**src/rtl/melody_sequencer.sv**
```systemverilog
// Note-memory driven melody player: steps through stored entries, driving the
// tone generator's half-period with timed notes separated by silent gaps.
module melody_sequencer #(
  parameter int CLK_F     = 200,
  parameter int TICK_US   = 1000,
  parameter int DEPTH     = 16,
  parameter int GAP_TICKS = 10,
  localparam int AW       = $clog2(DEPTH)
) (
  input  logic          CLK,
  input  logic          RESET_N,
  input  logic          wr_en,
  input  logic [AW-1:0] wr_addr,
  input  logic [15:0]   wr_data,
  input  logic          start,
  input  logic          stop,
  input  logic          loop,
  output logic [31:0]   period,
  output logic          tone_en,
  output logic          busy,
  output logic          done,
  output logic [AW-1:0] note_idx
);

  localparam logic [31:0] TICK_LEN = 32'(CLK_F * TICK_US);
  localparam logic [31:0] GAP_LEN  = 32'(GAP_TICKS);

  typedef enum logic [1:0] {S_IDLE, S_FETCH, S_PLAY, S_GAP} state_t;

  state_t        state_q;
  logic [31:0]   period_q;
  logic          tone_en_q;
  logic          done_q;
  logic [AW-1:0] idx_q;
  logic [31:0]   presc_q;
  logic [9:0]    dur_q;
  logic [31:0]   gap_q;
  logic [15:0]   mem_q [DEPTH];

  // Semitone half-periods for C4..B4; codes outside 1..12 are rests.
  function automatic logic [31:0] base_half_period(input logic [3:0] code);
    case (code)
      4'd1:    return 32'd1911;
      4'd2:    return 32'd1804;
      4'd3:    return 32'd1703;
      4'd4:    return 32'd1607;
      4'd5:    return 32'd1517;
      4'd6:    return 32'd1432;
      4'd7:    return 32'd1351;
      4'd8:    return 32'd1276;
      4'd9:    return 32'd1204;
      4'd10:   return 32'd1136;
      4'd11:   return 32'd1073;
      4'd12:   return 32'd1012;
      default: return 32'd0;
    endcase
  endfunction

  logic [15:0] entry;
  logic [3:0]  ent_code;
  logic [1:0]  ent_oct;
  logic [9:0]  ent_dur;
  logic        is_note;
  logic        tick;
  logic        advance;
  logic        last_slot;
  logic        end_hit;

  assign entry     = mem_q[idx_q];
  assign ent_code  = entry[15:12];
  assign ent_oct   = entry[11:10];
  assign ent_dur   = entry[9:0];
  assign is_note   = (ent_code >= 4'd1) && (ent_code <= 4'd12);
  assign tick      = ((state_q == S_PLAY) || (state_q == S_GAP)) && (presc_q == TICK_LEN - 32'd1);
  assign last_slot = (idx_q == AW'(DEPTH - 1));
  assign advance   = tick && (((state_q == S_PLAY) && (dur_q == 10'd1) && (GAP_TICKS == 0)) ||
                              ((state_q == S_GAP) && (gap_q == 32'd1)));
  assign end_hit   = ((state_q == S_FETCH) && (ent_dur == 10'd0)) || (advance && last_slot);

  // NOTE: storage arrays carry no reset; the song must survive RESET_N, and an
  // array reset would also turn the RAM into a bank of flops.
  always_ff @(posedge CLK) begin
    if (wr_en) mem_q[wr_addr] <= wr_data;
  end

  // NOTE: every sequential assignment is non-blocking so all registers update
  // from the same pre-edge values; later assignments below intentionally override.
  always_ff @(posedge CLK or negedge RESET_N) begin
    if (!RESET_N) begin
      state_q   <= S_IDLE;
      period_q  <= '0;
      tone_en_q <= 1'b0;
      done_q    <= 1'b0;
      idx_q     <= '0;
      presc_q   <= '0;
      dur_q     <= '0;
      gap_q     <= '0;
    end else begin
      done_q <= 1'b0;
      if (stop) begin
        state_q   <= S_IDLE;
        tone_en_q <= 1'b0;
      end else begin
        unique case (state_q)
          S_IDLE: begin
            if (start) begin
              idx_q   <= '0;
              state_q <= S_FETCH;
            end
          end
          S_FETCH: begin
            if (ent_dur != 10'd0) begin
              dur_q     <= ent_dur;
              if (is_note) period_q <= base_half_period(ent_code) >> ent_oct;
              tone_en_q <= is_note;
              presc_q   <= '0;
              state_q   <= S_PLAY;
            end
          end
          S_PLAY: begin
            presc_q <= tick ? '0 : presc_q + 32'd1;
            if (tick) begin
              dur_q <= dur_q - 10'd1;
              if (dur_q == 10'd1) begin
                tone_en_q <= 1'b0;
                gap_q     <= GAP_LEN;
                state_q   <= S_GAP;
              end
            end
          end
          S_GAP: begin
            presc_q <= tick ? '0 : presc_q + 32'd1;
            if (tick) gap_q <= gap_q - 32'd1;
          end
        endcase

        if (advance && !last_slot) begin
          idx_q   <= idx_q + AW'(1);
          state_q <= S_FETCH;
        end
        // End marker, or advancing past the last slot: wrap when looping,
        // except a song that ends at slot 0 would spin forever.
        if (end_hit) begin
          if (loop && (idx_q != '0)) begin
            idx_q   <= '0;
            state_q <= S_FETCH;
          end else begin
            state_q <= S_IDLE;
            done_q  <= 1'b1;
          end
        end
      end
    end
  end

  assign period   = period_q;
  assign tone_en  = tone_en_q;
  assign busy     = (state_q != S_IDLE);
  assign done     = done_q;
  assign note_idx = idx_q;

endmodule

```
**config.mk**
```make
export PLATFORM = sky130hd
export DESIGN_NAME = melody_sequencer
export DESIGN_NICKNAME = d
export VERILOG_FILES = /design/src/rtl/melody_sequencer.sv
export SDC_FILE = /design/constraint.sdc
export NUM_CORES = 1
export LEC_CHECK = 0
export CAP_MARGIN = 20
export CELL_PAD_IN_SITES_DETAIL_PLACEMENT = 2
export CELL_PAD_IN_SITES_GLOBAL_PLACEMENT = 2
export CORE_AREA = 3 3 188 190
export DETAILED_ROUTE_END_ITERATION = 8
export DIE_AREA = 0 0 191 193
export PLACE_DENSITY = 0.83
export SYNTH_ARGS = -nofsm -noshare
export SYNTH_HDL_FRONTEND = slang
export SYNTH_SLANG_ARGS = --single-unit
```
**constraint.sdc**
```tcl
create_clock -name CLK -period 7.5 [get_ports CLK]
set_clock_uncertainty 0.2 [all_clocks]
set_input_delay 0.75 -clock CLK [delete_from_list [all_inputs] [get_ports CLK]]
set_output_delay 0.75 -clock CLK [all_outputs]
set_load 0.02 [all_outputs]
```
==> results of run 1 <==
-- routing by layer --
metal / vias to the layer above / global-route usage, % / wire length (um) / part of all wire (%)
li1: 4567 / - / - / -
met1: 5578 / 36.4 / 20700 / 42
met2: 376 / 46.8 / 24800 / 50
met3: 97 / 5.28 / 2880 / 5.8
met4: 0 / 8.41 / 1430 / 2.9
met5: - / 0 / 0 / 0
-- worst max-delay path, delay by kind of cell, from the launching register on --
kind / cells / cell delay (ps)
compound gates: 7 / 2120
fa+ha+maj: 1 / 330
buf+inv: 1 / 650
flops: 1 / 830
mux: 1 / 230
simple gates: 1 / 860
-- final timing paths --
kind,slack [ps],end
max in group asynchronous,5340,gap_q[17]
min in group asynchronous,510,period[5]
max reg2reg,2110,period[8]
min reg2reg,280,presc_q[11]
max,2110,period[8]
min,280,presc_q[11]
-- per-stage QoR --
| stage | hold slack, ps | worst slack (ps) | cell area [um^2] | power [mW] |
|---|---|---|---|---|
| 3_3_place_gp | 257 | 2410 | 16700 | 3.87 |
| 2_1_floorplan | 236 | 3550 | 16000 | 3.37 |
| 6_report | 276 | 2110 | 18100 | 6.00 |
| 5_1_grt | 317 | 1760 | 18100 | 6.24 |
| 3_5_place_dp | 268 | 2280 | 16800 | 3.97 |
| 4_1_cts | 278 | 2050 | 18100 | 6.01 |
-- registers in the layout, summed over array words and instances, names as in the netlist --
signal    flops
mem_q       256
gap_q        32
presc_q      32
period       11
dur_q        10
note_idx      4
state_q       2
done          1
tone_en       1
-- cell families after synthesis --
| logic type | Yosys count |
|---|---|
| AND/OR/NAND/NOR | 356 |
| flip-flops | 349 |
| AO/OA/AOI/OAI | 226 |
| buffers and inverters | 103 |
| multiplexers | 87 |
| XOR/XNOR | 22 |
| adder cells (fa/ha/maj) | 17 |
| other | 1 |
-- power by group --
part           switching [mW]  internal [mW]  total (mW)  leakage, nW
Clock                   0.841           1.13        1.97        0.628
Sequential              0.125           2.18        2.31         3.55
Combinational            1.16          0.560        1.72         2.14
-- layout make-up --
cell class | count | area share, %
Multi-Input combinational cell | 729 | 30.1
Clock inverter | 17 | 1.18
Timing Repair Buffer | 68 | 3.64
Tap cell | 448 | 3.10
Sequential cell | 349 | 55.4
Inverter | 29 | 0.602
Clock buffer | 53 | 5.97
-- cells in the mapped netlist (15+ instances only) --
master / count / area (um^2)
xnor2_1: 15 / 131
edfxtp_1: 256 / 7690
a22oi_1: 18 / 135
nor3_1: 35 / 175
clkbuf_1: 23 / 86.3
o21ai_0: 68 / 340
nor4_1: 17 / 106
buf_4: 31 / 233
mux2i_1: 28 / 280
nand3_1: 31 / 155
dfrtp_1: 93 / 2330
o31ai_1: 23 / 173
or3_1: 15 / 93.8
nor2_1: 100 / 375
a21oi_1: 34 / 170
ha_1: 17 / 213
mux4_2: 42 / 946
inv_1: 27 / 101
nand2_1: 69 / 259
-- cells in the final DEF, fill, tap and decap left out, types with 7 or more instances in the layout --
master,count
nor2b_1,12
nor2_2,12
nor2_1,88
nand3_1,31
clkbuf_16,40
dfrtp_1,91
mux4_1,10
mux4_2,42
a21oi_1,34
conb_1,21
nand2b_1,8
o31ai_1,23
and3_1,13
inv_1,27
xor2_1,7
a311oi_1,8
mux2_2,7
clkbuf_1,10
mux2i_1,28
a22oi_1,18
and2_1,13
nor3_1,31
or4_1,8
nor4_1,17
clkdlybuf4s50_1,42
nand2_1,69
a31oi_1,10
or3_1,15
xnor2_1,15
edfxtp_1,256
o21ai_0,67
buf_4,23
a221oi_1,10
ha_1,17
clkinv_2,7
-- timing repair --
action,CTS,global route
endpoints found under the setup margin,0,0
hold endpoints to repair,32,0
hold buffers,1,0
==> summary.md, run 1 <==
| Metric | Value |
|---|---|
| Remaining DRCs | `0` |
| Hold Path Class | `reg2reg` |
| Final net count | `1260` |
| GR Overflow Total | `0` |
| Post-DP HPWL | `30700 um` |
| Adder-cell share of the synthesized area | `1.34%` |
| CP Cell Sequence | `buf_4 -> mux2i_1 -> a221oi_1 -> o21ai_0 -> a22o_1 -> ha_1 -> o2111ai_1 -> o22a_1 -> nor4b_4 -> o311ai_0 -> o21ai_0` |
| Number of enable flip-flop cells after synthesis | `256` |
| Chip width | `191 um` |
| Slew Limit Fails | `0` |
| Layout cells sized above 1 | `13.6%` |
| Yosys warns | `0` |
| Footprint of the multi-input gates | `0.00545 mm^2` |
| Worst min-delay path startpoint | `presc_q[11]` |
| Worst VDD drop | `0.238 mV` |
| Crit path from | `note_idx[1]` |
| Synth Register Bits | `349` |
| Slew of the pin with the lowest slew margin | `1130 ps` |
| Io pins | `65` |
| Clock sinks | `349` |
| CTS tree | `yes` |
| Ys async rst share | `26.6%` |
| Antenna violations before repair | `0` |
| Global Route Usage Sum | `27.6%` |
| Hold depth | `1` |
| Setup Fix Bufs, Post-CTS | `0` |
| Area growth syn-to-layout | `13.8%` |
| RSZ-0062 raised after global routing | `false` |
| Fin cells | `1693` |
| Detail Route Antenna Nets | `0` |
| Clk buf depth | `3` |
| Die Ht | `193 um` |
| First-pass GRT wire length | `75900 um` |
| Relative slew slack | `24.5%` |
| DRT iter0 DRCs | `975` |
| DR WL/cell | `29.5 um` |
| Total CTS buffers | `40` |
| Endpoint kind of the worst setup timing path | `flip-flop` |
| # port buffers | `43` |
| Placer's final routability congestion estimate | `0.813` |
| FP Rows | `67` |
| Crit-path max FO | `43` |
| XOR/XNOR Fraction of Synth Area | `1.21%` |
| Synthesized area per cell | `13.7 um^2` |
| Compound-Gate Fraction of Synth Area | `9.49%` |
| Cells after Synth | `1161` |
| Vias in the first global route | `11681` |
| Vias | `10618` |
| Critical path class | `reg2reg` |
| Crit start category | `flip-flop` |
| Register area share after synthesis | `63.0%` |
| WL final | `49900 um` |
| Register Area | `0.0100 mm^2` |
| Clk_lat worst skew | `580 ps` |
| Max-capacitance violation count | `0` |
| Layout fillers | `3068` |
| Pre-Repair DR Iteration Count | `5` |
| Leak | `6.32 nW` |
| H-tree depth | `2` |
| Power Density | `332 mW/mm^2` |
| Final TNS setup | `0 ps` |
| Largest family of logic cells by synthesized area | `simple AND/OR/NAND/NOR gates` |
| Clk slew on worst S/H paths | `60 ps` |
| Worst Reg-to-Reg Cells | `11` |
| Most common cell on crit path | `o21ai_0` |
| Setup Viol. Count Final | `0` |
| Main flop type after synthesis | `edfxtp_1` |
| Final core utilization | `53.8%` |
| Multiplexer share of the synthesized area | `9.86%` |
| Achievable Freq | `185 MHz` |
| WP data required | `7760 ps` |
| Die ar. | `0.0369 mm^2` |
| CTS root buf | `clkbuf_16` |
| Final Hold Viols | `0` |
| Worst EP arrival | `5660 ps` |
| Routed vias/inst | `6.27` |
| Simple logic cell fraction of the synthesized area | `11.6%` |
| Synth cell types | `81` |
| Final Critical Period | `5390 ps` |
| Largest net degree at the start of global routing | `62` |
| Status | `complete, no violations` |
| Cell Area, Synth | `0.0159 mm^2` |
| FF-to-FF Start | `note_idx[1]` |
| Slowest cell on the critical path | `nor4b_4` |
| Core ar. | `0.0336 mm^2` |
| Largest stage delay, worst path | `860 ps` |
| Final period util | `71.9%` |
| Starting density of the core | `47.3%` |
| DP Cell Count | `1622` |
| Ant diodes | `0` |
| Post-CTS sizing | `0` |
Power figures use the tool's default switching activity.
==> run 2, diff against run 1 <==
--- a/config.mk
+++ b/config.mk
@@ -8,10 +8,10 @@
 export CAP_MARGIN = 20
 export CELL_PAD_IN_SITES_DETAIL_PLACEMENT = 2
 export CELL_PAD_IN_SITES_GLOBAL_PLACEMENT = 2
-export CORE_AREA = 3 3 188 190
+export CORE_AREA = 3 3 195 197
 export DETAILED_ROUTE_END_ITERATION = 8
-export DIE_AREA = 0 0 191 193
-export PLACE_DENSITY = 0.83
+export DIE_AREA = 0 0 198 200
+export PLACE_DENSITY = 0.78
 export SYNTH_ARGS = -nofsm -noshare
 export SYNTH_HDL_FRONTEND = slang
 export SYNTH_SLANG_ARGS = --single-unit
==> constraint.sdc (replaced) <==
create_clock -name CLK -period 5.3 [get_ports CLK]
set_clock_uncertainty 0.2 [all_clocks]
set_input_delay 0.53 -clock CLK [delete_from_list [all_inputs] [get_ports CLK]]
set_output_delay 0.53 -clock CLK [all_outputs]
set_load 0.02 [all_outputs]
==> run 2 against run 1 <==
  * Non-clock buffer count increased by 11
  * Die area grew 7.4%
  * Critical path depth fell by 2
  * Sequential cell count unchanged
  * Sequential power is 40% higher
  * Via count decreased by 1.3%
  * Hold slack better by 20 ps
  * Highest routed layer unchanged
==> summary.md, run 2 (synthesis results as in run 1) <==
| Metric | Value |
|---|---|
| Worst EP arrival | `4900 ps (was 5660 ps)` |
| CP Cell Sequence | `nor2b_1 -> a221oi_1 -> a22oi_1 -> or4bb_1 -> nor4_4 -> or2b_1 -> buf_4 -> o21ai_0 -> o31ai_1 (was buf_4 -> mux2i_1 -> a221oi_1 -> o21ai_0 -> a22o_1 -> ha_1 -> o2111ai_1 -> o22a_1 -> nor4b_4 -> o311ai_0 -> o21ai_0)` |
| WL final | `47100 um (was 49900 um)` |
| Clock sinks | `349 (unchanged)` |
| Largest net degree at the start of global routing | `59 (was 62)` |
| Layout cells sized above 1 | `14.1% (was 13.6%)` |
| Slew Limit Fails | `0 (unchanged)` |
| Slew of the pin with the lowest slew margin | `951 ps (was 1130 ps)` |
| RSZ-0062 raised after global routing | `false (unchanged)` |
| Slowest cell on the critical path | `dfrtp_4 (was nor4b_4)` |
| Routed vias/inst | `6.07 (was 6.27)` |
| Vias | `10482 (was 10618)` |
| Commonest non-fill, non-tap cell in the layout | `edfxtp_1 (unchanged)` |
| Worst min-delay path startpoint | `presc_q[11] (unchanged)` |
| Fin cells | `1727 (was 1693)` |
| Post-DP HPWL | `30000 um (was 30700 um)` |
| Final net count | `1271 (was 1260)` |
| Core ar. | `0.0364 mm^2 (was 0.0336 mm^2)` |
| Critical path class | `reg2reg (unchanged)` |
| Crit-path max FO | `42 (was 43)` |
| Setup Fix Bufs, Post-CTS | `0 (unchanged)` |
| H-tree depth | `2 (unchanged)` |
| GR Overflow Total | `0 (unchanged)` |
| Hold depth | `1 (unchanged)` |
| Crit path depth | `9 (was 11)` |
| Post-CTS sizing | `0 (unchanged)` |
| Vias in the first global route | `11372 (was 11681)` |
| DP Cell Count | `1650 (was 1622)` |
| Placer's final routability congestion estimate | `0.812 (was 0.813)` |
| Fin worst setup slack | `618 ps (was 2110 ps)` |
| Die ar. | `0.0396 mm^2 (was 0.0369 mm^2)` |
| Endpoint kind of the worst setup timing path | `flip-flop (unchanged)` |
| Post-route cell area | `0.0182 mm^2 (was 0.0181 mm^2)` |
| Fin Hold WS | `297 ps (was 276 ps)` |
| CTS root buf | `clkbuf_16 (unchanged)` |
| Power Density | `464 mW/mm^2 (was 332 mW/mm^2)` |
| WP data required | `5520 ps (was 7760 ps)` |
| Detail Route Antenna Nets | `0 (unchanged)` |
| Worst Reg-to-Reg Cells | `9 (was 11)` |
| Worst Path Buf+Inv | `1 (unchanged)` |
| Hold Path End | `presc_q[11] (unchanged)` |
| Most frequent cells in the layout | `edfxtp_1 (256), dfrtp_1 (91), nor2_1 (88) (unchanged)` |
| Setup Viol. Count Final | `0 (unchanged)` |
| DRT iter0 DRCs | `744 (was 975)` |
| Antenna violations before repair | `0 (unchanged)` |
| Top Registers | `mem_q: 256 flops, gap_q: 32 flops, presc_q: 32 flops (unchanged)` |
| CTS tree | `yes (unchanged)` |
| Top reg by flops | `mem_q (unchanged)` |
| Clk_lat worst skew | `570 ps (was 580 ps)` |
| DR WL/cell | `27.3 um (was 29.5 um)` |
| Final period util | `88.3% (was 71.9%)` |
| Pre-Repair DR Iteration Count | `7 (was 5)` |
| Clk slew on worst S/H paths | `60 ps (about the same)` |
| First-pass GRT wire length | `72100 um (was 75900 um)` |
| Pre-CTS setup slack | `657 ps (was 2280 ps)` |
| Cell family with most CP delay | `simple AND/OR/NAND/NOR gates (was compound AO/OA/AOI/OAI gates)` |
| Hold-fix buffers at CTS | `1 (unchanged)` |
| Global Route Usage Sum | `24.2% (was 27.6%)` |
| Achievable Freq | `214 MHz (was 185 MHz)` |
| Starting density of the core | `43.6% (was 47.3%)` |
| Io pins | `65 (unchanged)` |
| FF-to-FF End | `presc_q[31] (was period[8])` |
| FP Rows | `70 (was 67)` |
| Remaining DRCs | `0 (unchanged)` |
| Die Ht | `200 um (was 193 um)` |
| Worst VDD drop | `0.340 mV (was 0.238 mV)` |
| # port buffers | `43 (unchanged)` |
| Clk buf depth | `3 (unchanged)` |
| Total CTS buffers | `40 (unchanged)` |
| Placed Area | `0.0168 mm^2 (about the same)` |
| Final Critical Period | `4680 ps (was 5390 ps)` |
| Largest stage delay, worst path | `940 ps (was 860 ps)` |
| Ant diodes | `0 (unchanged)` |
| Chip width | `198 um (was 191 um)` |
| Area growth syn-to-layout | `14.7% (was 13.8%)` |
| FF-to-FF Start | `note_idx[0] (was note_idx[1])` |
| FF-to-FF setup slack | `620 ps (was 2110 ps)` |
| Max-capacitance violation count | `0 (unchanged)` |
| Final TNS setup | `0 ps (unchanged)` |
| Largest register FFs | `256 (unchanged)` |
| Hold Path Class | `reg2reg (unchanged)` |
| Final Hold Viols | `0 (unchanged)` |
| Crit start category | `flip-flop (unchanged)` |
| Leak | `6.40 nW (was 6.32 nW)` |
| Relative slew slack | `36.4% (was 24.5%)` |
| Status | `complete, no violations (unchanged)` |
[run 2: cell count changes in the layout (fill, tap and decap cells not counted), moves of 2 or more]
cell / before / now
buf_4: 23 / 33
clkbuf_16: 40 / 42
buf_8: 0 / 2
clkbuf_1: 10 / 8
clkinv_2: 7 / 3
clkinv_1: 3 / 10
buf_16: 2 / 0
[run 2: area by class of cell]
type | instances | area [um^2]
clock buffers | 53 | 1120
clock inverters | 20 | 231
well taps | 468 | 586
fillers | 3412 | 18200
inverters | 29 | 109
flip-flops and latches | 349 | 10000
multi-input cells | 729 | 5450
repair buffers | 79 | 719
[run 2: worst register-to-register path: stages, from the launching register on]
cell and delay, ps:
dfrtp_4 940, nor2b_1 640, a221oi_1 270, a22oi_1 290, or4bb_1 630, nor4_4 440
or2b_1 680, buf_4 290, o21ai_0 110, o31ai_1 90
[run 2: worst max-delay path by stage]
| stage | slack (ps) | from | end |
|---|---|---|---|
| 6_report | 620 | note_idx[0] | presc_q[31] |
| 5_1_grt | 280 | note_idx[0] | presc_q[30] |
| 4_1_cts | 580 | note_idx[0] | presc_q[31] |
| 3_5_place_dp | 660 | note_idx[0] | presc_q[30] |
| 3_3_place_gp | 840 | note_idx[1] | period[0] |
| 2_1_floorplan | 1350 | note_idx[1] | period[0] |
[run 2: through the flow]
stage          utilization [%]  power [mW]
2_1_floorplan                -        4.76
3_3_place_gp              46.2        5.50
3_5_place_dp              46.2        5.62
4_1_cts                   50.0        8.51
5_1_grt                   50.1        8.86
6_report                  50.1        8.46
[run 2: routing by layer]
| layer | vias up | track usage [%] | routed length [um] |
|---|---|---|---|
| li1 | 4601 | - | - |
| met1 | 5535 | 32.3 | 20100 |
| met2 | 274 | 42.6 | 24100 |
| met3 | 72 | 2.97 | 1920 |
| met4 | 0 | 5.79 | 993 |
| met5 | - | 0 | 0 |
[run 2: report_power, final]
group / total, mW / switching, mW / internal [mW] / leakage [nW]
clock network: 2.85 / 1.16 / 1.69 / 0.654
registers: 3.24 / 0.154 / 3.09 / 3.55
logic: 2.37 / 1.56 / 0.808 / 2.19
total: 8.46 / 2.87 / 5.59 / 6.40
